## src/rtl/typing_pkg.sv

```systemverilog
// Shared typing-game types and constants: slot record layout, screen geometry, speed and ASCII anchors.
package typing_pkg;
  localparam int ROWS          = 30;
  localparam int SLOTS         = 8;
  localparam logic [7:0] ASCII_UPPER_A = 8'd65;
  localparam logic [7:0] ASCII_LOWER_A = 8'd97;
  localparam int SPEED_PERIODS = 4;

  typedef struct packed {
    logic       active;
    logic [5:0] col;
    logic [4:0] row;
    logic [7:0] ascii;
    logic [2:0] period;
    logic [2:0] cnt;
  } slot_t;
endpackage

```

## src/rtl/falling_char_pool_if.sv

```systemverilog
// Game-side bus of the falling character pool: LFSR samples, keystrokes, renderer read port and score outputs.
interface falling_char_pool_if #(parameter int SLOTS = 8);
  localparam int IW = $clog2(SLOTS);

  logic          en;
  logic          frame_tick;
  logic          rng_en;
  logic [7:0]    rnd_velocity;
  logic [5:0]    rnd_position;
  logic [7:0]    rnd_ascii;
  logic          key_valid;
  logic [7:0]    key_ascii;
  logic [IW-1:0] rd_slot;
  logic          rd_valid;
  logic [5:0]    rd_col;
  logic [4:0]    rd_row;
  logic [7:0]    rd_ascii;
  logic          hit;
  logic          miss;
  logic          typo;
  logic [15:0]   score;
  logic [7:0]    miss_count;

  modport master (
    output en, frame_tick, rnd_velocity, rnd_position, rnd_ascii, key_valid, key_ascii, rd_slot,
    input  rng_en, rd_valid, rd_col, rd_row, rd_ascii, hit, miss, typo, score, miss_count
  );
  modport slave (
    input  en, frame_tick, rnd_velocity, rnd_position, rnd_ascii, key_valid, key_ascii, rd_slot,
    output rng_en, rd_valid, rd_col, rd_row, rd_ascii, hit, miss, typo, score, miss_count
  );
endinterface

```

## src/rtl/slot_picker.sv

```systemverilog
// Combinational slot selection: first free slot, and the keystroke winner (deepest row, then lowest index).
module slot_picker #(
  parameter int N  = 8,
  parameter int IW = $clog2(N)
) (
  input  logic [N-1:0]      active_i,
  input  logic [N-1:0][4:0] row_i,
  input  logic [N-1:0][7:0] ascii_i,
  input  logic [7:0]        key_ascii_i,
  output logic [IW-1:0]     free_idx_o,
  output logic              free_found_o,
  output logic [IW-1:0]     win_idx_o,
  output logic              win_found_o
);
  logic [4:0] best_row;

  always_comb begin
    free_idx_o   = '0;
    free_found_o = 1'b0;
    for (int i = N - 1; i >= 0; i--) begin
      if (!active_i[i]) begin
        free_idx_o   = IW'(i);
        free_found_o = 1'b1;
      end
    end

    // Strict '>' keeps the earliest index on equal rows.
    win_idx_o   = '0;
    win_found_o = 1'b0;
    best_row    = '0;
    for (int i = 0; i < N; i++) begin
      if (active_i[i] && ascii_i[i] == key_ascii_i && (!win_found_o || row_i[i] > best_row)) begin
        win_idx_o   = IW'(i);
        win_found_o = 1'b1;
        best_row    = row_i[i];
      end
    end
  end
endmodule

```

## src/rtl/falling_char_pool.sv

```systemverilog
// Pool of falling characters: spawns from LFSR samples, drops them per frame, scores hits and misses.
module falling_char_pool #(
  parameter int SLOTS        = 8,
  parameter int ROWS         = 30,
  parameter int SPAWN_PERIOD = 45
) (
  input  logic               clk,
  input  logic               rst,
  falling_char_pool_if.slave bus
);
  import typing_pkg::*;

  localparam int IW  = $clog2(SLOTS);
  localparam int SPW = (SPAWN_PERIOD > 1) ? $clog2(SPAWN_PERIOD) : 1;

  slot_t [SLOTS-1:0]       slot_q, slot_d;
  logic  [SPW-1:0]         spawn_cnt_q, spawn_cnt_d;
  logic                    rng_en_q;
  logic                    hit_q, hit_d, miss_q, miss_d, typo_q, typo_d;
  logic  [15:0]            score_q, score_d;
  logic  [7:0]             miss_count_q, miss_count_d;
  logic  [SLOTS-1:0]       act;
  logic  [SLOTS-1:0][4:0]  rows;
  logic  [SLOTS-1:0][7:0]  chars;
  logic  [IW-1:0]          free_idx, win_idx;
  logic                    free_found, win_found;
  logic                    spawn_now;
  logic  [4:0]             nmiss;
  logic  [8:0]             mc_sum;
  logic  [2:0]             new_period;
  logic                    unused_vel;

  assign unused_vel = ^bus.rnd_velocity[5:0];

  for (genvar g = 0; g < SLOTS; g++) begin : g_view
    assign act[g]   = slot_q[g].active;
    assign rows[g]  = slot_q[g].row;
    assign chars[g] = slot_q[g].ascii;
  end

  slot_picker #(.N(SLOTS), .IW(IW)) u_picker (
    .active_i     (act),
    .row_i        (rows),
    .ascii_i      (chars),
    .key_ascii_i  (bus.key_ascii),
    .free_idx_o   (free_idx),
    .free_found_o (free_found),
    .win_idx_o    (win_idx),
    .win_found_o  (win_found)
  );

  always_comb begin
    slot_d       = slot_q;
    spawn_cnt_d  = spawn_cnt_q;
    hit_d        = 1'b0;
    miss_d       = 1'b0;
    typo_d       = 1'b0;
    score_d      = score_q;
    miss_count_d = miss_count_q;
    nmiss        = '0;
    mc_sum       = '0;
    spawn_now    = 1'b0;
    new_period   = 3'(SPEED_PERIODS) - {1'b0, bus.rnd_velocity[7:6]};

    if (!bus.en) begin
      slot_d      = '0;
      spawn_cnt_d = '0;
    end else begin
      if (bus.frame_tick) begin
        if (spawn_cnt_q == SPW'(SPAWN_PERIOD - 1)) begin
          spawn_cnt_d = '0;
          spawn_now   = 1'b1;
        end else begin
          spawn_cnt_d = spawn_cnt_q + 1'b1;
        end
      end

      // A hit slot is removed instead of falling, so it can never also miss.
      for (int i = 0; i < SLOTS; i++) begin
        if (slot_q[i].active) begin
          if (bus.key_valid && win_found && win_idx == IW'(i)) begin
            slot_d[i] = '0;
          end else if (bus.frame_tick) begin
            if (slot_q[i].cnt == 3'd1) begin
              if (slot_q[i].row == 5'(ROWS - 1)) begin
                slot_d[i] = '0;
                nmiss     = nmiss + 5'd1;
              end else begin
                slot_d[i].row = slot_q[i].row + 5'd1;
                slot_d[i].cnt = slot_q[i].period;
              end
            end else begin
              slot_d[i].cnt = slot_q[i].cnt - 3'd1;
            end
          end
        end
      end

      if (spawn_now && free_found) begin
        slot_d[free_idx] = '{active: 1'b1, col: bus.rnd_position, row: 5'd0,
                             ascii: bus.rnd_ascii, period: new_period, cnt: new_period};
      end

      if (bus.key_valid) begin
        if (win_found) begin
          hit_d = 1'b1;
          if (score_q != 16'hFFFF) score_d = score_q + 16'd1;
        end else begin
          typo_d = 1'b1;
        end
      end

      miss_d       = (nmiss != 5'd0);
      mc_sum       = {1'b0, miss_count_q} + 9'(nmiss);
      miss_count_d = mc_sum[8] ? 8'hFF : mc_sum[7:0];
    end
  end

  always_ff @(posedge clk) begin
    if (rst) begin
      slot_q       <= '0;
      spawn_cnt_q  <= '0;
      rng_en_q     <= 1'b0;
      hit_q        <= 1'b0;
      miss_q       <= 1'b0;
      typo_q       <= 1'b0;
      score_q      <= '0;
      miss_count_q <= '0;
    end else begin
      slot_q       <= slot_d;
      spawn_cnt_q  <= spawn_cnt_d;
      rng_en_q     <= bus.en;
      hit_q        <= hit_d;
      miss_q       <= miss_d;
      typo_q       <= typo_d;
      score_q      <= score_d;
      miss_count_q <= miss_count_d;
    end
  end

  assign bus.rng_en     = rng_en_q;
  assign bus.hit        = hit_q;
  assign bus.miss       = miss_q;
  assign bus.typo       = typo_q;
  assign bus.score      = score_q;
  assign bus.miss_count = miss_count_q;
  assign bus.rd_valid   = slot_q[bus.rd_slot].active;
  assign bus.rd_col     = slot_q[bus.rd_slot].col;
  assign bus.rd_row     = slot_q[bus.rd_slot].row;
  assign bus.rd_ascii   = slot_q[bus.rd_slot].ascii;
endmodule

```

## src/flat_wrapper.sv

```systemverilog
// flat-port wrapper written by rule: the top's interface ports become plain ports
module falling_char_pool_flat import typing_pkg::*;
#(
  parameter int SLOTS        = 8,
  parameter int ROWS         = 30,
  parameter int SPAWN_PERIOD = 45
)
  (clk, rst, bus_en, bus_frame_tick, bus_rnd_velocity, bus_rnd_position, bus_rnd_ascii, bus_key_valid, bus_key_ascii, bus_rd_slot, bus_rng_en, bus_rd_valid, bus_rd_col, bus_rd_row, bus_rd_ascii, bus_hit, bus_miss, bus_typo, bus_score, bus_miss_count);
  falling_char_pool_if #(.SLOTS(SLOTS)) bus_i ();
  input  logic clk;
  input  logic rst;
  input wire logic [$bits(bus_i.en)-1:0] bus_en;
  input wire logic [$bits(bus_i.frame_tick)-1:0] bus_frame_tick;
  input wire logic [$bits(bus_i.rnd_velocity)-1:0] bus_rnd_velocity;
  input wire logic [$bits(bus_i.rnd_position)-1:0] bus_rnd_position;
  input wire logic [$bits(bus_i.rnd_ascii)-1:0] bus_rnd_ascii;
  input wire logic [$bits(bus_i.key_valid)-1:0] bus_key_valid;
  input wire logic [$bits(bus_i.key_ascii)-1:0] bus_key_ascii;
  input wire logic [$bits(bus_i.rd_slot)-1:0] bus_rd_slot;
  output wire logic [$bits(bus_i.rng_en)-1:0] bus_rng_en;
  output wire logic [$bits(bus_i.rd_valid)-1:0] bus_rd_valid;
  output wire logic [$bits(bus_i.rd_col)-1:0] bus_rd_col;
  output wire logic [$bits(bus_i.rd_row)-1:0] bus_rd_row;
  output wire logic [$bits(bus_i.rd_ascii)-1:0] bus_rd_ascii;
  output wire logic [$bits(bus_i.hit)-1:0] bus_hit;
  output wire logic [$bits(bus_i.miss)-1:0] bus_miss;
  output wire logic [$bits(bus_i.typo)-1:0] bus_typo;
  output wire logic [$bits(bus_i.score)-1:0] bus_score;
  output wire logic [$bits(bus_i.miss_count)-1:0] bus_miss_count;
  assign bus_i.en = bus_en;
  assign bus_i.frame_tick = bus_frame_tick;
  assign bus_i.rnd_velocity = bus_rnd_velocity;
  assign bus_i.rnd_position = bus_rnd_position;
  assign bus_i.rnd_ascii = bus_rnd_ascii;
  assign bus_i.key_valid = bus_key_valid;
  assign bus_i.key_ascii = bus_key_ascii;
  assign bus_i.rd_slot = bus_rd_slot;
  assign bus_rng_en = bus_i.rng_en;
  assign bus_rd_valid = bus_i.rd_valid;
  assign bus_rd_col = bus_i.rd_col;
  assign bus_rd_row = bus_i.rd_row;
  assign bus_rd_ascii = bus_i.rd_ascii;
  assign bus_hit = bus_i.hit;
  assign bus_miss = bus_i.miss;
  assign bus_typo = bus_i.typo;
  assign bus_score = bus_i.score;
  assign bus_miss_count = bus_i.miss_count;
  falling_char_pool #(.SLOTS(SLOTS), .ROWS(ROWS), .SPAWN_PERIOD(SPAWN_PERIOD)) u_core (.clk(clk), .rst(rst), .bus(bus_i));
endmodule
```

## config.mk

```make
export PLATFORM = sky130hd
export DESIGN_NAME = falling_char_pool_flat
export DESIGN_NICKNAME = d
export VERILOG_FILES = /design/src/rtl/typing_pkg.sv /design/src/rtl/falling_char_pool_if.sv /design/src/rtl/slot_picker.sv /design/src/rtl/falling_char_pool.sv /design/src/flat_wrapper.sv
export SDC_FILE = /design/constraint.sdc
export NUM_CORES = 1
export LEC_CHECK = 0
export CAP_MARGIN = 20
export CORE_MARGIN = 1
export CORE_UTILIZATION = 55
export CTS_CLUSTER_SIZE = 12
export DETAILED_ROUTE_END_ITERATION = 8
export PLACE_DENSITY = 0.83
export SLEW_MARGIN = 25
export SYNTH_ARGS = -nofsm -noshare
export SYNTH_HDL_FRONTEND = slang
export SYNTH_SLANG_ARGS = --single-unit
export TNS_END_PERCENT = 30
```

## constraint.sdc

```tcl
create_clock -name clk -period 18.75 [get_ports clk]
set_input_delay 3.75 -clock clk [delete_from_list [all_inputs] [get_ports clk]]
set_output_delay 3.75 -clock clk [all_outputs]
set_load 0.005 [all_outputs]
```

After elaboration in Yosys (flattened, before gate mapping):

Index checks and enable logic that the tools add are counted.

* reduce and logical (&&, ||, !) cells: 45
* $lt $le $gt $ge: 10
* multiplexer cells: 179
* add/sub/neg operators: 27
* equal/unequal tests: 33
* bitwise gates (word level): 2

Operator list (count)
* $mux W26: 34
* $mux W5: 62
* $bwmux W208: 1
* $mux W208: 1
* $mux W23: 8
* $mux W3: 30
* $mux W11: 8
* $bmux W26 S3: 1
* $demux W26 S3: 1
* $add A5 B1 Y5 const B: 15
* $eq A8 B8 Y1: 8
* $mux W7: 8
* $eq A5 B5 Y1 const B: 8
* $gt A5 B5 Y1: 7
* $eq A3 B1 Y1 const B: 9
* $logic_and A1 B1 Y1: 26
* $sub A3 B1 Y3 const B: 8
* $mux W1: 23
* $add A16 B1 Y16 const B: 1
* $ne A16 B16 Y1 const B: 1
* $eq A3 B3 Y1 const B: 4
* $add A8 B5 Y9: 1
* $lt A3 B4 Y1 const B: 2
* $mux W8: 1
* other kinds (14): 28

* word-level logic and storage cells: 351
* register bits: 242
* output and inout port bits: 48

Longest topological paths before layout:

* word-level depth: 87
* mapped depth: 95
* depth with buffers taken out: 90

By module:

Synthesis repeated with hierarchy kept, for this count alone.

* cell total of the unflattened synthesis: 1745
* area, all modules: 15239.6 um2

By module, submodules not included
* falling_char_pool: instances 1, cells each 1395, area each 12599.6 um2
* slot_picker: instances 1, cells each 350, area each 2640.0 um2

Worst setup path after synthesis:

No wires, ideal clock.

* path type: input to register
* from: in bus_key_ascii[0]
* to: reg u_core.miss_count_q[0] (netlist: u_core.bus.miss_count[0])
* buffers on the path: 5
* required time: 18.618 ns
* setup slack: -1.031 ns
* cell stages on the path: 89
* data arrival time: 19.649 ns
* setup time: 0.132 ns
* cells stage by stage: buf_6 > xnor2_1 > nand4_1 > nor3_2 > buf_4 > nand2_1 > ha_1 > a21oi_1 > a21boi_0 > o32ai_1 > a21boi_1 > mux2_2 > ha_1 > a21oi_1 > a21boi_0 > o32a_1 > o21ai_2 > nand2_1 > [... 53 more ...] > ha_1 > mux2_2 > ha_1 > a22oi_1 > nand2_1 > ha_1 > mux2i_1 > inv_1 > ha_1 > nor2_1 > a21oi_1 > fa_1 > a21o_1 > a21oi_1 > nor2b_1 > o211a_1 > nand3_1 > a21oi_1

* word-level cells in the longest chain between the ends: 87
* elaborated cells between the ends (all ways): 137
* classes of those cells: 8 x add/sub; 7 x order compare; 15 x eq/ne; 68 x mux; 39 x reduce/logical

RTL lines
* start, declared: line flat_wrapper.sv:18 `input wire logic [$bits(bus_i.key_ascii)-1:0] bus_key_ascii;`
* $eq A8 B8 Y1: line slot_picker.sv:32 `if (active_i[i] && ascii_i[i] == key_ascii_i && (!win_found_o || row_i[i] > best_row)) begin`
* $logic_and A1 B1 Y1: line slot_picker.sv:32
* $mux W5 / $mux W1 (equally long branches): line slot_picker.sv:32
* $gt A5 B5 Y1 / $logic_not A1 Y1 (equally long branches): line slot_picker.sv:32
* $logic_or A1 B1 Y1: line slot_picker.sv:32
* $logic_and A1 B1 Y1: line slot_picker.sv:32
* $mux W5 / $mux W1 (equally long branches): line slot_picker.sv:32
* $gt A5 B5 Y1 / $logic_not A1 Y1 (equally long branches): line slot_picker.sv:32
* [... 71 more ...]
* $mux W5: line falling_char_pool.sv:85 `if (slot_q[i].row == 5'(ROWS - 1)) begin`
* $mux W5: line falling_char_pool.sv:84 `if (slot_q[i].cnt == 3'd1) begin`
* $mux W5: line falling_char_pool.sv:83 `end else if (bus.frame_tick) begin`
* $mux W5: line falling_char_pool.sv:81 `if (bus.key_valid && win_found && win_idx == IW'(i)) begin`
* $mux W5 *: line falling_char_pool.sv:80 `if (slot_q[i].active) begin`
* $mux W5 *: line falling_char_pool.sv:65 `if (!bus.en) begin`
* $add A8 B5 Y9 *: line falling_char_pool.sv:114 `mc_sum = {1'b0, miss_count_q} + 9'(nmiss);`
* $mux W8 *: line falling_char_pool.sv:115 `miss_count_d = mc_sum[8] ? 8'hFF : mc_sum[7:0];`
* end signal, assigned: line falling_char_pool.sv:137 `miss_count_q <= miss_count_d;`
* end, declared: line falling_char_pool.sv:21 `logic [7:0] miss_count_q, miss_count_d;`

Mark *: on every way between the ends. The rest lies on a longest branch, timed or not. The select of a mux whose other input is x is not followed.
A chain may end at the register's enable or synchronous reset.

Worst setup path in the final report:

* from: in bus_key_ascii[5]
* to: reg u_core.miss_count_q[7] (netlist: u_core.bus.miss_count[7])

Same word-level chain as after synthesis.

==> flow_metrics.py <==
metrics = {
    "routing": {
        "wl_met2_um": 23300,
        "drc": 0,
        "avgViaCountPerCell": 6.57,
        "ant_nets": 0,
        "drt-total-wl_um": 50300,
        "wl_per_cell_um": 21.7,
        "via_count": 15200,
        "drtIter0Drc": 1996,
        "top_layer": "met5",
        "wl_met3_um": 5320,
        "first_pass_iters": 6,
        "met1_length_um": 18600,
    },
    "layout": {
        "area_growth_pct": 26.1,
        "fin_area_mm2": 0.0190,
        "final_cell_mix": "242 x dfxtp_1, 234 x nor2_1, 171 x buf_4",
        "antenna_cells": 0,
        "drive_above_1_share_pct": 22.6,
        "fill_cells": 1854,
        "final_nets": 2083,
        "final_common_cell": "dfxtp_1",
    },
    "critical_path": {
        "criticalPathCategory": "in -> reg",
        "crit_path_frequent_cell": "ha_4",
        "cp-end-kind": "flop",
        "slowest_stage": "or4_1",
        "critical_path_required_ps": 19130,
        "cp_data_arrival_time_ps": 20470,
        "max_stage_delay_ps": 420,
        "crit_path_start_kind": "input pin",
        "critPathMaxFanout": 7,
    },
    "floorplan": {
        "die_x_um": 167,
        "initial_utilization_pct": 55.9,
        "die_area_mm2": 0.0280,
        "die_y_um": 167,
        "rows": 60,
        "core_mm2": 0.0269,
        "io_pins": 86,
    },
    "sta": {
        "final_critical_path_setup_slack_ps": -1340,
        "maxSlewHeadroom_pct": 27.5,
        "fin_crit_sh_pct": 107,
        "setup_tns_ps": -10610,
        "worst_slew_pin_slew_ps": 1080,
        "period_minus_slack_ps": 20090,
        "fmax_mhz": 49.8,
        "setup-violations-final": 9,
        "maxSlewViolCount": 0,
        "grt_setup_unrepaired": "yes",
        "hold_violations": 0,
        "fin_worst_skew_ps": 19.9,
    },
    "hold_path": {
        "min_path_type": "reg -> reg",
    },
    "global_route": {
        "grt_usage_pct": 33.9,
        "gr-total-overflow": 0,
        "antenna_found_initial": 1,
        "grt_max_degree": 79,
        "grt_pass1_vias": 14600,
        "grt_pass1_wl_um": 76600,
    },
    "placement": {
        "port_buffers": 79,
        "placed_cell_area_mm2": 0.0170,
        "gp_congestion": 0.929,
        "dp_hpwl_um": 31600,
    },
    "cts": {
        "clk_pin_slew_ps": 60,
        "clkLatencyLatePin_ps": 560,
        "tritoncts": "built",
        "cts_buffer_depth": 3,
        "cts_made_buffers": 28,
        "holdBufCountCts": 0,
        "cts_root_buf": "clkbuf_16",
        "htreeDepth": 1,
        "clkSinkCount": 242,
    },
    "power": {
        "leakage_nw": 6.79,
        "ir_drop_v": 0.0000687,
        "powerDensity_mw_per_mm2": 59.7,
        "power.total_mw": 1.13,
    },
    "synth": {
        "synthFlopType": "dfxtp_1",
        "yosysWarnings": 0,
        "synth_area_mm2": 0.0150,
        "synth-seq-cells": 242,
        "ys_seq_area_share_pct": 32.2,
        "synth_fp_nets": 1912,
        "synth-async-reset-ratio_pct": 0,
        "synth_edf_count": 0,
        "yosysTopAreaCell": "dfxtp_1",
        "synth_cell_types": 88,
        "synth_top_area_share_pct": 32.2,
        "synthTopCellsByArea": "dfxtp_1 32%, ha_1 6.9%, nor2_1 6.1%",
        "synth_cells": 1790,
        "syn_area_per_cell_um2": 8.39,
    },
    "status": {
        "violations": "negative setup slack",
        "status": "complete, but fails checks",
    },
    "flow_run": {
        "drv_cap": 0,
    },
}
-- final timing paths --
kind / cells past startpoint / end / slack [ps] / from
max: 90 / u_core.bus.miss_count[7] / -1340 / bus_key_ascii[5]
min: 2 / u_core.slot_q[160] / 470 / u_core.slot_q[160]
max reg2reg: 89 / u_core.bus.miss_count[7] / 1520 / u_core.chars[7]
min reg2reg: 2 / u_core.slot_q[160] / 470 / u_core.slot_q[160]
-- critical path, delay by kind of cell --
family / cells / cell delay [ps]
compound gates: 30 / 5190
xor+xnor: 4 / 800
fa+ha+maj: 13 / 3410
buf+inv: 11 / 1500
mux: 4 / 1370
simple gates: 28 / 4390
-- state kept, by name, indices dropped and copies added (netlist names) --
name,cells
u_core.rows,40
u_core.slot_q,96
u_core.spawn_cnt_q,6
u_core.chars,64
u_core.act,8
u_core.bus.typo,1
u_core.bus.rng_en,1
u_core.bus.miss_count,8
u_core.bus.score,16
u_core.bus.miss,1
u_core.bus.hit,1
-- layout make-up --
cell class                      count  area (um^2)  share of cell area (%)
Inverter                           75          282                    1.49
Sequential cell                   242         4840                    25.6
Clock buffer                       40          806                    4.25
Tap cell                          341          427                    2.25
Timing Repair Buffer              253         2110                    11.1
Multi-Input combinational cell   1361        10400                    54.7
Clock inverter                      8          109                   0.574
-- metal layers --
metal	vias to the layer above	global-route usage, %
met5	-	0
met4	2	18.8
met3	229	6.52
met2	996	56.3
met1	7258	41.2
li1	6750	-
-- report_power, final --
group	switching (mW)	total [mW]	internal (mW)
Clock	0.225	0.550	0.324
Combinational	0.0420	0.0665	0.0245
Sequential	0.000688	0.516	0.515
Total	0.268	1.13	0.864
-- what timing repair did --
action | in CTS | in global routing
cloned | 2 | 0
pin swaps | 72 | 33
endpoints found under the hold margin | 0 | 0
endpoints found under the setup margin | 9 | 9
setup buffers | 41 | 10
resized for setup | 131 | 30
-- stage by stage --
stage               instances  hold WS (ps)  setup slack [ps]  utilization [%]
floorplan                1790           437              -444                -
global placement         2219           450             -1860             63.3
detailed placement       2219           458             -2370             63.3
CTS                      2310           468              -324             69.6
global route             2320           492             -1810             70.5
finish                   2320           468             -1340             70.5
-- kinds of logic (layout without fill, tap and decap cells) --
family / Yosys count / count (layout) / share of synthesized area [%]
compound gates: 386 / 387 / 17.0
fa+ha+maj: 84 / 84 / 7.05
simple gates: 676 / 676 / 21.3
flops: 242 / 242 / 32.2
xor+xnor: 125 / 125 / 7.61
mux: 89 / 89 / 9.52
buf+inv: 188 / 376 / 5.25
-- synth_stat cells (all sizes together), types with 40 or more instances --
cell      n
nand3   100
nor3     46
ha       83
nand4    46
clkbuf   93
dfxtp   242
nand2   130
mux4     40
o21ai    76
a21oi   114
a22oi    95
inv      75
nor2    245
xnor2    93
No activity file was read; power rests on OpenSTA's default activity.
